`config.mk`:
```
export PLATFORM = sky130hd
export DESIGN_NAME = fifo_packer
export DESIGN_NICKNAME = d
export VERILOG_FILES = /design/src/rtl/fifo_packer.sv
export SDC_FILE = /design/constraint.sdc
export NUM_CORES = 1
export LEC_CHECK = 0
export ABC_AREA = 1
export BUFFER_PORTS_ARGS = -buffer_cell sky130_fd_sc_hd__buf_2
export CORE_ASPECT_RATIO = 0.8
export CORE_UTILIZATION = 47
export CTS_CLUSTER_DIAMETER = 200
export DETAILED_ROUTE_END_ITERATION = 8
export PLACE_DENSITY = 0.79
export SYNTH_ARGS = -nofsm -noshare
export SYNTH_HDL_FRONTEND = slang
export SYNTH_SLANG_ARGS = --single-unit
```
`constraint.sdc`:
```
create_clock -name clock -period 4.65 [get_ports clock]
set_clock_uncertainty 0.2 [all_clocks]
set_input_delay 0.93 -clock clock [delete_from_list [all_inputs] [get_ports clock]]
set_output_delay 0.93 -clock clock [all_outputs]
set_load 0.02 [all_outputs]
```
`src/rtl/fifo_packer.sv`:
```
// Packs PACK consecutive FIFO words into one wide beat with a valid/ready output.
// Optional partial-beat flush on idle timeout is enabled by defining FIFO_PACKER_FLUSH_EN.
module fifo_packer #(
    parameter int WIDTH   = 32,
    parameter int PACK    = 4,
    parameter int TIMEOUT = 8
) (
    input  logic                          clock,
    input  logic                          reset,
    output logic                          fifo_rd_en,
    input  logic [WIDTH-1:0]              fifo_rd_data,
    input  logic                          fifo_rd_valid,
    output logic [WIDTH*PACK-1:0]         out_data,
    output logic                          out_valid,
    input  logic                          out_ready,
    output logic [$clog2(PACK+1)-1:0]     out_count
);

    localparam int CW = $clog2(PACK+1);

    if (PACK < 2 || TIMEOUT < 1) begin : g_bad_params
        $error("fifo_packer: PACK must be >= 2 and TIMEOUT >= 1");
    end

    typedef enum logic {FILL, HOLD} state_t;

    state_t           state;
    logic [CW-1:0]    count;
    logic [WIDTH-1:0] lanes [PACK];

`ifdef FIFO_PACKER_FLUSH_EN
    localparam int IW = $clog2(TIMEOUT+1);
    logic [IW-1:0]    idle;
`endif

    always_ff @(posedge clock or posedge reset) begin
        if (reset) begin
            state <= FILL;
            count <= '0;
            for (int k = 0; k < PACK; k++) lanes[k] <= '0;
`ifdef FIFO_PACKER_FLUSH_EN
            idle  <= '0;
`endif
        end else begin
            case (state)
                FILL: begin
                    if (fifo_rd_valid) begin
                        for (int k = 0; k < PACK; k++)
                            if (count == CW'(k)) lanes[k] <= fifo_rd_data;
                        count <= count + CW'(1);
                        if (count == CW'(PACK-1)) state <= HOLD;
`ifdef FIFO_PACKER_FLUSH_EN
                        idle <= '0;
                    end else if (count != '0) begin
                        // a partial beat is pushed out once the FIFO has been dry long enough
                        if (idle == IW'(TIMEOUT-1)) begin
                            state <= HOLD;
                            idle  <= '0;
                        end else begin
                            idle <= idle + IW'(1);
                        end
`endif
                    end
                end
                HOLD: begin
                    if (out_ready) begin
                        // the read issued alongside the handshake starts the next beat without a bubble
                        for (int k = 0; k < PACK; k++) begin
                            if (k == 0) lanes[k] <= fifo_rd_valid ? fifo_rd_data : '0;
                            else        lanes[k] <= '0;
                        end
                        count <= fifo_rd_valid ? CW'(1) : '0;
                        state <= FILL;
                    end
                end
                default: state <= FILL;
            endcase
        end
    end

    always_comb begin
        out_valid  = (state == HOLD);
        out_count  = (state == HOLD) ? count : '0;
        fifo_rd_en = reset ? 1'b0 : ((state == HOLD) ? out_ready : 1'b1);
        out_data   = '0;
        for (int k = 0; k < PACK; k++) out_data[k*WIDTH +: WIDTH] = lanes[k];
    end

endmodule

```
==> key figures, run 1 <==
Finish
  • Fillers: 1102
  • Area grow syn2layout: 24.0%
  • Area used by multi-input combinational logic: between 2000 and 2500 µm²
  • Nets: ~890
  • Design Area, Final: between 7000 and 8000 µm²
  • Register area: 3300 µm²
  • Final Util: 0.598
  • Antenna diodes: 0
  • Fraction of layout cells with a size suffix above 1: 0.252

Clocking
  • Root Driver: clkbuf_16
  • Post-CTS setup buffer count: 0
  • # clock sinks: about 130
  • CTS buffer count: 17
  • # resized after CTS: 0
  • Clk buf depth: 2
  • Hold Buf Count CTS: 0
  • Clk slew on worst S/H paths: 0.05 ns
  • H-tree depth: 4
  • CTS tree: yes
  • Clock latency on the worst-skew pair: between 0.4 and 0.5 ns

Worst setup path
  • Critical setup path kind: reg2reg
  • R2r startpoint: count[1]
  • Critical Path Slowest Stage Cell: nand2_1
  • Type of origin of the critical path: register
  • Worst Path Arrival: 3.22 ns
  • R2R Path End: out_data[34]
  • Flop2flop setup slack: between 1.5 and 2 ns
  • Worst endpoint required time: about 4.7 ns
  • FF-to-FF path depth: 7
  • Worst path max stage delay: approximately 1.0 ns
  • Crit path max fanout: 33
  • CP Cell Sequence: inv_1 > ha_1 > inv_1 > nor2_4 > nand2_1 > nand3_1 > nand2_1
  • Setup crit end kind: register

STA
  • Headroom to the max-slew limit: 0.141
  • Fin worst setup slack: ~1.5 ns
  • Final Hold Vio Count: 0
  • FMAX: 0.319 GHz
  • Slew of the pin with the lowest slew margin: 1.29 ns
  • Max-slew violations: 0
  • Unrepaired setup endpoints after global routing: no
  • Final setup fails: 0
  • Final min period: approximately 3.1 ns
  • Total negative slack: 0 ns
  • Period utilization: 0.674

Power and ir drop
  • Clock power frac: 0.238
  • Sequential power share: 0.343
  • Total power per unit cell area: 784 nW/µm²
  • Switch share: 0.434
  • Psw: about 2.5 mW
  • Logic pwr share: 0.419
  • Worst VDD drop: about 0.48 mV
  • LEAKAGE: between 4 and 5 nW
  • Pint: ~3.2 mW

Floorplanning
  • Initial Util: 0.483
  • DIE WIDTH: 127 µm
  • Die height: about 100 µm
  • Die Outline Area: between 10000 and 15000 µm²
  • CORE AREA: 12200 µm²
  • Ports: 169
  • Num rows: 36

Synthesis
  • Ys async rst share: 1.00
  • Mapped Nets: about 750
  • Sequential area share after synthesis: 0.563
  • Post-synth EDFFs: 0
  • Ys flop type: dfrtp_1
  • Top cell type by total area after synthesis: dfrtp_1
  • Synthesized area: ~5900 µm²
  • Synthesized flop and latch total: 132
  • Synth top area cells: dfrtp_1, nand2_1, nand3_1, buf_2, buf_4
  • Netlist cell types: 19
  • Share of the synthesized area in the top cell type: 0.563
  • Mapped Cells: ~710
  • Ys Warns: 0
  • Synthesized area per cell: a little over 8 µm²

Detailed routing
  • DR DRC count: 0
  • DR WL/cell: ~17 µm
  • Vias per cell: between 5 and 6
  • Vias after detailed routing: 5481
  • ANT nets after route: 0
  • Iteration-0 DRC Markers: about 570
  • Drt pass-1 iters: 5
  • Routed WL: approximately 17000 µm

GRT
  • Largest net degree at the start of global routing: a little under 100
  • Global-route wire length before repair: about 27000 µm
  • Vias in the first global route: between 5000 and 6000
  • GRT overflow: 0
  • GRT Resource Usage Total: 0.274
  • Initial antenna violation count: 0

Place
  • Post-DP HPWL: roughly 10000 µm
  • Setup slack after placement: approximately 1.4 ns
  • IO Port Bufs: 168
  • GPL Wtd Cong: 0.764
  • Total placed instance area: around 6700 µm²

Run status
  • Outcome: completed

Min path
  • Hold Path Origin: out_data[9]
  • Hold crit path type: reg2reg
  • Cells on Worst Hold Path: 2
  • Worst Hold End: out_data[9]

Flow run
  • MaxCap Viol Count: 0
==> worst max path at each step <==
stage	from	end	slack [ns]	depth (start not counted)
detailed placement	fifo_rd_valid	out_data[19]	1.38	7
global route	count[1]	out_data[34]	1.28	7
finish	count[1]	out_data[34]	1.51	7
global placement	fifo_rd_valid	out_data[0]	1.40	7
CTS	count[1]	out_data[34]	1.55	7
floorplan	reset	count[0]	1.88	1
==> sequential cells by signal, summed over array words and instances (netlist names) <==
name / cells
out_data: 128
count: 3
out_valid: 1
==> cells by family (layout without fill, tap and decap cells) <==
| group | Yosys count | after routing | share of synthesized area |
|---|---|---|---|
| simple gates | 500 | 500 | 0.365 |
| flops | 132 | 132 | 0.563 |
| buf+inv | 65 | 220 | 0.0582 |
| fa+ha+maj | 5 | 5 | 0.0107 |
| compound gates | 4 | 4 | 0.00362 |
==> layout by cell type (no fill, tap or decap), drive strengths merged <==
| cell type | count |
|---|---|
| dfrtp | 132 |
| nand3 | 193 |
| inv | 12 |
| ha | 5 |
| o22ai | 1 |
| clkinvlp | 3 |
| a21oi | 1 |
| bufinv | 3 |
| o21ai | 2 |
| buf | 175 |
| nand2 | 304 |
| clkinv | 5 |
| clkbuf | 22 |
| nor2 | 3 |
==> critical path, delay by kind of cell, from the launching register on <==
kind / cells / cell delay, ns
buffers and inverters: 2 / 0.17
DFF: 1 / 0.40
and+or+nand+nor: 4 / 2.09
adders and majority gates: 1 / 0.14
==> power groups by stage <==
stage / Sequential (mW) / Combinational, mW / Clock, mW
6_report: 1.96 / 2.39 / 1.35
5_1_grt: 2.02 / 2.64 / 1.41
4_1_cts: 1.95 / 2.40 / 1.36
3_5_place_dp: 1.96 / 2.39 / 0
3_3_place_gp: 1.96 / 2.34 / 0
2_1_floorplan: 2.51 / 1.04 / 0
==> Yosys cell counts, types with 2 or more instances <==
cell      count
buf_2        28
clkbuf_1      4
dfrtp_1     132
o21ai_0       2
inv_1         9
buf_1         5
nand3_1     193
nand2_2       4
nand2_1     299
nor2_1        2
buf_4        14
inv_2         3
ha_1          5
==> routing by layer <==
layer,GRT usage,part of all wire,wire length (µm),up-vias
met5,0,0,0,-
met4,0.0824,0.010,177,0
met3,0.0675,0.10,1690,15
met2,0.421,0.45,7620,275
met1,0.386,0.44,7390,2616
li1,-,-,-,2575
==> through the flow <==
stage / cells / hold WS (ns) / power (mW)
after floorplan: 706 / 0.366 / 3.55
after global routing: 1013 / 0.281 / 6.06
after global placement: 981 / 0.251 / 4.30
after detailed placement: 981 / 0.253 / 4.35
final: 1013 / 0.265 / 5.70
after CTS: 1013 / 0.267 / 5.72
==> layout make-up <==
| type | count | area share |
|---|---|---|
| Multi-Input combinational cell | 509 | 0.308 |
| Clock inverter | 10 | 0.0179 |
| Sequential cell | 132 | 0.454 |
| Clock buffer | 22 | 0.0638 |
| Timing Repair Buffer | 175 | 0.123 |
| Tap cell | 152 | 0.0261 |
| Inverter | 13 | 0.00756 |
(Power assumes the default switching activity.)
==> run 2, diff against run 1 <==
==> config.mk (replaced) <==
export PLATFORM = sky130hd
export DESIGN_NAME = fifo_packer
export DESIGN_NICKNAME = d
export VERILOG_FILES = /design/src/rtl/fifo_packer.sv
export SDC_FILE = /design/constraint.sdc
export NUM_CORES = 1
export LEC_CHECK = 0
export ABC_AREA = 0
export BUFFER_PORTS_ARGS = -buffer_cell sky130_fd_sc_hd__buf_2
export CORE_ASPECT_RATIO = 0.8
export CORE_UTILIZATION = 51
export CTS_CLUSTER_DIAMETER = 200
export DETAILED_ROUTE_END_ITERATION = 8
export PLACE_DENSITY = 0.82
export SYNTH_ARGS = -nofsm -noshare
export SYNTH_HDL_FRONTEND = slang
export SYNTH_SLANG_ARGS = --single-unit
==> constraint.sdc (replaced) <==
create_clock -name clock -period 2.9 [get_ports clock]
set_clock_uncertainty 0.2 [all_clocks]
set_input_delay 0.58 -clock clock [delete_from_list [all_inputs] [get_ports clock]]
set_output_delay 0.58 -clock clock [all_outputs]
set_load 0.02 [all_outputs]
==> key figures, run 2 <==
Run status
  • Outcome: completed

Finish
  • Commonest non-fill, non-tap cell in the layout: nand2_1
  • Area grow syn2layout: 26.4%
  • Register area: around 3300 µm²
  • Most frequent cells in the layout: nand2_1, buf_2, dfrtp_1
  • Final Util: 0.677
  • Non-filler cells in the finished layout: 901
  • Area used by multi-input combinational logic: ~1900 µm²
  • Antenna diodes: 0
  • Design Area, Final: between 7000 and 8000 µm²
  • Fillers: approximately 800
  • Max FFs per register: 128
  • Nets: slightly below 800
  • Fraction of layout cells with a size suffix above 1: 0.288

Clocking
  • Post-CTS setup buffer count: 0
  • Root Driver: clkbuf_16
  • CTS buffer count: 17
  • Clk slew on worst S/H paths: approximately 0.060 ns
  • Hold Buf Count CTS: 0
  • # clock sinks: 132
  • Clk buf depth: 2
  • Clock latency on the worst-skew pair: 0.40 ns
  • # resized after CTS: 0
  • CTS tree: yes
  • H-tree depth: 4

Min path
  • Hold crit path type: in2async

Synthesis
  • Share of the synthesized area in the top cell type: 0.590
  • Synthesized area per cell: roughly 9.5 µm²
  • Post-synth EDFFs: 0
  • Ys Warns: 0
  • Mapped Cells: 589
  • Sequential area share after synthesis: 0.590
  • Ys flop type: dfrtp_1
  • Netlist cell types: 26
  • Synth top area cells: dfrtp_1, nand2_1, o21ai_1, mux2i_1, inv_1
  • Top cell type by total area after synthesis: dfrtp_1
  • Ys async rst share: 1.00
  • Synthesized area: approximately 5600 µm²
  • Post-synth top cells: nand2_1, dfrtp_1, o21ai_1, inv_1, mux2i_1
  • Most common cell in the netlist: nand2_1
  • Synthesized flop and latch total: 132
  • Mapped Nets: 630

STA
  • Unrepaired setup endpoints after global routing: no
  • FMAX: between 0.4 and 0.5 GHz
  • Final Hold Vio Count: 0
  • Fin worst setup slack: between 0.4 and 0.5 ns
  • Headroom to the max-slew limit: 0.595
  • Final min period: between 2 and 2.5 ns
  • Slew of the pin with the lowest slew margin: between 0.6 and 0.7 ns
  • Period utilization: 0.835
  • Total negative slack: 0 ns
  • Final setup fails: 0
  • Worst hold margin: 0.112 ns
  • Max-slew violations: 0

Power and ir drop
  • Total power: around 8.8 mW
  • Worst VDD drop: approximately 0.7 mV
  • LEAKAGE: roughly 3.9 nW
  • Total power per unit cell area: around 1200 nW/µm²
  • Logic pwr share: 0.397
  • Switch share: 0.412
  • Pint: 5.18 mW
  • Psw: ~3.6 mW
  • Sequential power share: 0.362
  • Clock power frac: 0.241

Worst setup path
  • Setup crit end kind: primary output
  • Crit path max fanout: 16
  • FF-to-FF path depth: 4
  • CP Launch Point: out_valid
  • Type of origin of the critical path: register
  • Worst Path Arrival: approximately 1.6 ns
  • Flop2flop setup slack: between 0.7 and 0.8 ns
  • Critical setup path kind: reg2out
  • Setup crit end: fifo_rd_en
  • Worst endpoint required time: between 2 and 2.5 ns
  • R2r startpoint: out_valid
  • R2R Path End: out_data[65]

Detailed routing
  • Iteration-0 DRC Markers: between 300 and 400
  • DR DRC count: 0
  • DR WL/cell: between 15 and 20 µm
  • Drt pass-1 iters: 5
  • ANT nets after route: 0
  • Routed WL: 13900 µm
  • Vias after detailed routing: around 4600
  • Vias per cell: 5.14

Floorplanning
  • Die Outline Area: 11400 µm²
  • Num rows: 33
  • CORE AREA: 10400 µm²
  • Initial Util: 0.536
  • DIE WIDTH: about 120 µm
  • Die height: about 96 µm
  • Ports: ~170

GRT
  • Vias in the first global route: 4400
  • Initial antenna violation count: 1
  • Global-route wire length before repair: approximately 22000 µm
  • GRT overflow: 0
  • Largest net degree at the start of global routing: 97
  • GRT Resource Usage Total: 0.254

Place
  • IO Port Bufs: between 150 and 200
  • Cell total after placement: between 800 and 900
  • GPL Wtd Cong: around 0.8
  • Setup slack after placement: ~0.74 ns
  • Total placed instance area: ~6500 µm²
  • Post-DP HPWL: 9460 µm

Flow run
  • MaxCap Viol Count: 0
run 2: cell types whose count changed after synthesis, moves of 5 or more:
cell and change:
o21ai_1 +78, nand2_1 -71, buf_2 -8, buf_4 -8, o21ai_0 +19, nand3_1 -193
mux2i_1 +34, inv_1 +28, buf_1 -5
run 2: area by class of cell:
| class | instances | share of cell area |
|---|---|---|
| tap | 140 | 0.0248 |
| timing repair buffer | 181 | 0.136 |
| multi-input combinational | 380 | 0.268 |
| inverter | 37 | 0.0202 |
| clock inverter | 11 | 0.0179 |
| sequential | 132 | 0.467 |
| clock buffer | 20 | 0.0659 |
run 2: per-layer routing:
metal | share of wire | track usage | wire, µm
met5 | 0 | 0 | 0
met4 | 0.0080 | 0.0802 | 112
met3 | 0.073 | 0.0699 | 1020
met2 | 0.48 | 0.404 | 6670
met1 | 0.44 | 0.343 | 6120
run 2: power by group through the flow:
stage | combinational, mW | clock, mW | sequential [mW]
final | 3.50 | 2.12 | 3.18
after global routing | 3.83 | 2.23 | 3.28
after CTS | 3.52 | 2.15 | 3.18
after detailed placement | 3.49 | 0 | 3.18
after global placement | 3.38 | 0 | 3.14
after floorplan | 1.34 | 0 | 4.11
run 2: kinds of logic (layout without fill, tap and decap cells):
group                      count (synthesis)  count (layout)  share of synthesized area
DFF                                      132             132                      0.590
AOI/OAI and AO/OA                        102             102                     0.0934
and+or+nand+nor                          239             239                      0.170
buffers and inverters                     77             249                     0.0744
muxes                                     34              34                     0.0608
adders and majority gates                  5               5                     0.0112
run 2: worst min-delay path by stage:
stage,end,startpoint,cells past startpoint,slack (ns)
after global routing,out_data[30],reset,3,0.18
after detailed placement,out_data[121],out_data[121],2,0.30
final,out_data[30],reset,3,0.11
after global placement,out_data[41],out_data[41],2,0.30
after floorplan,count[2],count[2],2,0.38
after CTS,out_data[1],reset,3,0.16
run 2: critical path: stages (launching register included):
cell     delay, ns
dfrtp_1       0.72
nor2b_1       0.30
nor2_1        0.06
buf_2         0.16
